==> src/rtl/mod_alu_pkg.sv <==
// rtl/mod_alu_pkg.sv - op encoding and Kyber constants shared by the modular ALU pipeline
package mod_alu_pkg;

    typedef enum logic [1:0] {
        OP_ADD = 2'b00,
        OP_SUB = 2'b01,
        OP_MUL = 2'b10,
        OP_RED = 2'b11
    } op_e;

    localparam int KYBER_Q      = 3329;
    localparam int KYBER_QINV   = 3327;
    // R mod Q for R = 2^16; a Montgomery multiply by this value is the identity
    localparam int MONT_R_MOD_Q = 2285;

endpackage

==> src/rtl/mod_alu_pipe_mont_reduce_stage.sv <==
// rtl/mod_alu_pipe_mont_reduce_stage.sv - Montgomery reduction of p to u in [0, 2Q)
// The t*Q and p registers form pipeline stage 2; u is formed combinationally for stage 3.
module mont_reduce_stage #(
    parameter int W    = 16,
    parameter int Q    = 3329,
    parameter int QINV = 3327
) (
    input  logic           clk,
    input  logic           rst,
    input  logic           en,
    input  logic [2*W-1:0] p_in,
    output logic [W:0]     u,
    output logic [W:0]     p_lo
);
    localparam int W1 = W + 1;
    localparam logic [W-1:0] Q_W    = W'(Q);
    localparam logic [W-1:0] QINV_W = W'(QINV);

    logic [W-1:0]   t;
    logic [2*W-1:0] tq_q, tq_d;
    logic [2*W-1:0] p_q, p_d;

    always_comb begin
        t    = p_in[W-1:0] * QINV_W;
        tq_d = en ? ({{W{1'b0}}, t} * {{W{1'b0}}, Q_W}) : tq_q;
        p_d  = en ? p_in : p_q;
    end

    always_ff @(posedge clk or posedge rst) begin
        if (rst) begin
            tq_q <= '0;
            p_q  <= '0;
        end else begin
            tq_q <= tq_d;
            p_q  <= p_d;
        end
    end

    // p + t*Q is a multiple of 2^W by construction, and needs one extra bit
    assign u    = W1'(({1'b0, p_q} + {1'b0, tq_q}) >> W);
    assign p_lo = p_q[W:0];

endmodule

==> src/rtl/mod_alu_pipe.sv <==
// rtl/mod_alu_pipe.sv - three-stage modular add/sub/Montgomery mul/reduce pipeline, valid/ready
// Optional operand range flag enabled by MOD_ALU_RANGE_CHECK_EN.
import mod_alu_pkg::*;

module mod_alu_pipe #(
    parameter int W     = 16,
    parameter int Q     = KYBER_Q,
    parameter int QINV  = KYBER_QINV,
    parameter int TAG_W = 8
) (
    input  logic             clk,
    input  logic             rst,
    input  logic             in_valid,
    output logic             in_ready,
    input  logic [1:0]       in_op,
    input  logic [W-1:0]     in_a,
    input  logic [W-1:0]     in_b,
    input  logic [TAG_W-1:0] in_tag,
    output logic             out_valid,
    input  logic             out_ready,
    output logic [W-1:0]     out_data,
    output logic [TAG_W-1:0] out_tag,
    output logic             out_err
);
    localparam int W1 = W + 1;
    localparam logic [W:0] Q_W1 = W1'(Q);

    logic             v1_q, v1_d, v2_q, v2_d, v3_q, v3_d;
    logic             rdy1, rdy2, rdy3, ld1, ld2, ld3;
    op_e              op_in, op1_q, op1_d, op2_q, op2_d;
    logic [TAG_W-1:0] tag1_q, tag1_d, tag2_q, tag2_d, tag3_q, tag3_d;
    logic [W:0]       sum_in, diff_in;
    logic [2*W-1:0]   raw_in, raw1_q, raw1_d;
    logic [W:0]       u2, p2_lo;
    logic [W-1:0]     res3, data3_q, data3_d;

    // Each stage loads when empty or when its successor takes its content
    always_comb begin
        rdy3 = !v3_q || out_ready;
        rdy2 = !v2_q || rdy3;
        rdy1 = !v1_q || rdy2;
        ld1  = rdy1 && in_valid;
        ld2  = rdy2 && v1_q;
        ld3  = rdy3 && v2_q;
        v1_d = rdy1 ? in_valid : v1_q;
        v2_d = rdy2 ? v1_q : v2_q;
        v3_d = rdy3 ? v2_q : v3_q;
    end

    always_comb begin
        op_in   = op_e'(in_op);
        sum_in  = {1'b0, in_a} + {1'b0, in_b};
        diff_in = {1'b0, in_a} - {1'b0, in_b};
        case (op_in)
            OP_ADD:  raw_in = {{(W-1){1'b0}}, sum_in};
            OP_SUB:  raw_in = {{(W-1){1'b0}}, diff_in};
            OP_MUL:  raw_in = {{W{1'b0}}, in_a} * {{W{1'b0}}, in_b};
            default: raw_in = {{W{1'b0}}, in_a};
        endcase
        op1_d  = ld1 ? op_in  : op1_q;
        tag1_d = ld1 ? in_tag : tag1_q;
        raw1_d = ld1 ? raw_in : raw1_q;
        op2_d  = ld2 ? op1_q  : op2_q;
        tag2_d = ld2 ? tag1_q : tag2_q;
    end

    mont_reduce_stage #(
        .W    (W),
        .Q    (Q),
        .QINV (QINV)
    ) u_mont (
        .clk  (clk),
        .rst  (rst),
        .en   (ld2),
        .p_in (raw1_q),
        .u    (u2),
        .p_lo (p2_lo)
    );

    // ADD/SUB ride the same stage-2 p register so all ops keep issue order
    always_comb begin
        case (op2_q)
            OP_ADD:  res3 = (p2_lo >= Q_W1) ? W'(p2_lo - Q_W1) : W'(p2_lo);
            OP_SUB:  res3 = p2_lo[W] ? W'(p2_lo + Q_W1) : W'(p2_lo);
            default: res3 = (u2 >= Q_W1) ? W'(u2 - Q_W1) : W'(u2);
        endcase
        data3_d = ld3 ? res3   : data3_q;
        tag3_d  = ld3 ? tag2_q : tag3_q;
    end

    always_ff @(posedge clk or posedge rst) begin
        if (rst) begin
            v1_q    <= 1'b0;
            v2_q    <= 1'b0;
            v3_q    <= 1'b0;
            op1_q   <= OP_ADD;
            op2_q   <= OP_ADD;
            tag1_q  <= '0;
            tag2_q  <= '0;
            tag3_q  <= '0;
            raw1_q  <= '0;
            data3_q <= '0;
        end else begin
            v1_q    <= v1_d;
            v2_q    <= v2_d;
            v3_q    <= v3_d;
            op1_q   <= op1_d;
            op2_q   <= op2_d;
            tag1_q  <= tag1_d;
            tag2_q  <= tag2_d;
            tag3_q  <= tag3_d;
            raw1_q  <= raw1_d;
            data3_q <= data3_d;
        end
    end

`ifdef MOD_ALU_RANGE_CHECK_EN
    localparam logic [W-1:0] Q_W = W'(Q);

    logic err_in, err1_q, err1_d, err2_q, err2_d, err3_q, err3_d;

    always_comb begin
        err_in = (in_a >= Q_W) || ((op_in != OP_RED) && (in_b >= Q_W));
        err1_d = ld1 ? err_in : err1_q;
        err2_d = ld2 ? err1_q : err2_q;
        err3_d = ld3 ? err2_q : err3_q;
    end

    always_ff @(posedge clk or posedge rst) begin
        if (rst) begin
            err1_q <= 1'b0;
            err2_q <= 1'b0;
            err3_q <= 1'b0;
        end else begin
            err1_q <= err1_d;
            err2_q <= err2_d;
            err3_q <= err3_d;
        end
    end

    assign out_err = err3_q;
`else
    assign out_err = 1'b0;
`endif

    assign in_ready  = rdy1;
    assign out_valid = v3_q;
    assign out_data  = data3_q;
    assign out_tag   = tag3_q;

endmodule

==> config.mk <==
export PLATFORM = sky130hd
export DESIGN_NAME = mod_alu_pipe
export DESIGN_NICKNAME = d
export VERILOG_FILES = /design/src/rtl/mod_alu_pkg.sv /design/src/rtl/mod_alu_pipe_mont_reduce_stage.sv /design/src/rtl/mod_alu_pipe.sv
export SDC_FILE = /design/constraint.sdc
export NUM_CORES = 1
export LEC_CHECK = 0
export ABC_AREA = 1
export CELL_PAD_IN_SITES_DETAIL_PLACEMENT = 0
export CELL_PAD_IN_SITES_GLOBAL_PLACEMENT = 1
export CORE_MARGIN = 1.5
export CORE_UTILIZATION = 30
export CTS_BUF_LIST = sky130_fd_sc_hd__clkbuf_4
export DETAILED_ROUTE_END_ITERATION = 8
export DONT_BUFFER_PORTS = 1
export PLACE_DENSITY_LB_ADDON = 0.05
export SKIP_LAST_GASP = 1
export SYNTH_ARGS = -nofsm -noshare
export SYNTH_HDL_FRONTEND = slang
export SYNTH_HIERARCHICAL = 1
export SYNTH_SLANG_ARGS = --single-unit
==> constraint.sdc <==
create_clock -name clk -period 8.9 [get_ports clk]
set_input_delay 0.445 -clock clk [delete_from_list [all_inputs] [get_ports clk]]
set_output_delay 0.445 -clock clk [all_outputs]
set_load 0.01 [all_outputs]
==> reports/results.ini <==
[status]
status = completed

[yosys]
synth-seq-cells = 138
synth_ff_type = dfrtp_1
synthesis.nets = 4282
ys_seq_area_share_pct = 13.76
synth_top_area_share_pct = 20.74
avgSynthCellArea_um2 = 6.792
synth.distinct_cells = 47
yosysWarnings = 6
syn-cell-area_mm2 = 0.02510
syn_inst = 3695
yosysTopAreaCell = fa_1
async_flop_share_pct = 100.0
synth_edf_count = 0
synth_area_leaders = fa_1 (21%), nand2_1 (18%), ha_1 (14%)

[clocking]
cts_tree = yes
cts_root_buffer = clkbuf_4
ctsResizeCount = 0
clkSinkCount = 138
path_clk_slew_ns = 0.16
cts_buffers = 17
cts.path.max_buffers = 2
clk_latency_ns = 0.65
h-tree-depth = 4

[drt]
avgRoutedWirePerCell_um = 18.94
via_per_inst = 4.781
drt-initial-drc-count = 1404
drc = 0
dr.pass1.iters = 5
wl_mm = 88.92
antenna_left = 0
vias = 22440

[worst_setup_path]
start_kind = flip-flop
critPathKind = reg -> reg
crit_slowest_cell = fa_1
slowest_delay_ns = 0.63
cp.buffers_inverters = 5
cp.required_ns = 9.44
cp_data_arrival_time_ns = 8.21
path_delay_family = adder cells
path_max_fanout = 7
end_kind = flip-flop

[final_layout]
utilization_pct = 31.94
final_cell_area_mm2 = 0.02635
drive_above_1_share_pct = 2.953
fillers = 9172
stdcell_count = 4694
final_nets = 4197
syn2layout_area_growth_pct = 5.000

[floorplan]
die_x_um = 292.2
die_h_um = 292.2
ios = 73
die_area_mm2 = 0.08540
start_util_pct = 30.42
coreArea_mm2 = 0.08250
num_rows = 105

[place]
dp.cells = 4649
place_hpwl_mm = 73.28
place_area_mm2 = 0.02590
numPortBuffers = 0
place.gp.congestion = 0.8605

[global_routing]
grt_pass1_vias = 23050
grt_pass1_wl_mm = 139.3
overflow = 0
grtUsageTotal_pct = 21.27
antenna_found_initial = 2
grt_max_degree = 74

[sta]
fin_skew_ns = 0.02851
slew_headroom_pct = 26.86
rsz0062_at_grt = false
fmax_mhz = 130.3
slew_violations = 0
setup_viol = 0
hold_viol = 0
period_minus_slack_ns = 7.674
tns_ns = 0
fin_crit_sh_pct = 86.22
tightest_slew_ns = 1.097

[job]
cap_viol_max_count = 0

[worst_hold_path]
hold_class = in -> reg

==> path summary, 6_finish.rpt <==
path,from,to,slack [ns],cells after the start
max,raw1_q[6],u_mont/tq_q[27],1.23,30
max reg2reg,raw1_q[6],u_mont/tq_q[27],1.23,30
min,in_a[3],raw1_q[3],0.07,2
min reg2reg,u_mont/p_q[26],u_mont/p_q[26],0.49,2
max in group asynchronous,rst,out_tag[3],7.36,3
min in group asynchronous,rst,raw1_q[24],0.24,2
==> per-layer routing <==
| layer | GRT usage [%] | up-vias | share of wire (%) |
|---|---|---|---|
| li1 | - | 11060 | - |
| met1 | 31.17 | 10890 | 50 |
| met2 | 33.82 | 462 | 44 |
| met3 | 3.043 | 31 | 4.5 |
| met4 | 2.718 | 0 | 0.88 |
| met5 | 0 | - | 0 |
==> cells in the mapped netlist, types with 3 or more instances <==
master and instances:
nand2_1 1178, inv_1 756, ha_1 281, fa_1 260
nor2_1 228, nand3_1 216, a21oi_1 140, dfrtp_1 138
o21ai_0 112, clkbuf_1 71, nand4_1 36, xor2_1 36
nor3_1 29, xnor2_1 24, buf_2 21, buf_4 21
nand3b_1 16, or2_2 15, inv_2 13, a31oi_1 11
o21bai_1 11, o21ai_1 10, buf_1 9, nand2_2 8
a21o_1 7, buf_6 6, nor2_2 4, nor3_2 4
a221oi_1 3, and2_1 3, and3_1 3, nand3_2 3
nor2_4 3
==> state kept, by name, indices dropped and copies added (netlist names) <==
signal / count
u_mont/p_q: 32
tag1_q: 8
out_tag: 8
op1_q: 2
v1_q: 1
tag2_q: 8
out_data: 16
op2_q: 2
out_valid: 1
raw1_q: 32
u_mont/tq_q: 27
v2_q: 1
==> stage by stage <==
step	hold WS, ns	worst slack (ns)
after floorplan	0.4422	1.903
after global placement	0.2324	1.333
after detailed placement	0.2356	1.255
after CTS	0.0009222	1.192
after global routing	0.006649	0.7724
final	0.07018	1.226
==> cell type report <==
class	count	area (um^2)	share of cell area (%)
timing repair buffer	24	210.2	0.7976
clock inverter	15	201.4	0.7644
sequential	138	3453	13.10
multi-input combinational	2659	18120	68.77
clock buffer	17	127.6	0.4843
antenna	1	2.502	0.009496
tap	1070	1339	5.080
inverter	770	2895	10.99
==> layout by cell type (no fill, tap or decap), drive strengths merged, types with 2 or more instances in the layout <==
master	netlist	layout
inv	770	779
dfrtp	138	138
and2	3	3
a221oi	3	3
nor4	2	2
o21ai	122	122
buf	57	12
a31oi	11	11
xor2	38	38
dlygate4sd3	0	12
clkbuf	71	17
nor3	33	33
and3	3	3
nand3b	16	16
o21bai	11	11
nand2	1188	1188
nand3	220	220
a21boi	2	2
xnor2	24	24
or2	17	17
clkinvlp	0	3
nand4	37	37
nor2	235	235
bufinv	0	3
a21oi	140	140
a21o	7	7
fa	260	260
ha	281	281
==> cells by family (layout without fill, tap and decap cells) <==
| logic type | count (synthesis) | count (layout) | synth area share (%) |
|---|---|---|---|
| fa+ha+maj | 541 | 541 | 34.75 |
| flops | 138 | 138 | 13.76 |
| simple gates | 1755 | 1755 | 28.88 |
| buf+inv | 898 | 826 | 14.04 |
| xor+xnor | 62 | 62 | 2.223 |
| compound gates | 300 | 300 | 6.331 |
| other cells | 1 | 2 | 0.01494 |
==> timing repair <==
action,4_1_cts,5_1_grt
hold endpoints to repair,81,0
setup buffers,0,0
hold buffers,12,0
Power is not shown: default switching activity piles up to over one toggle a cycle in this logic, so the estimate is an artifact.
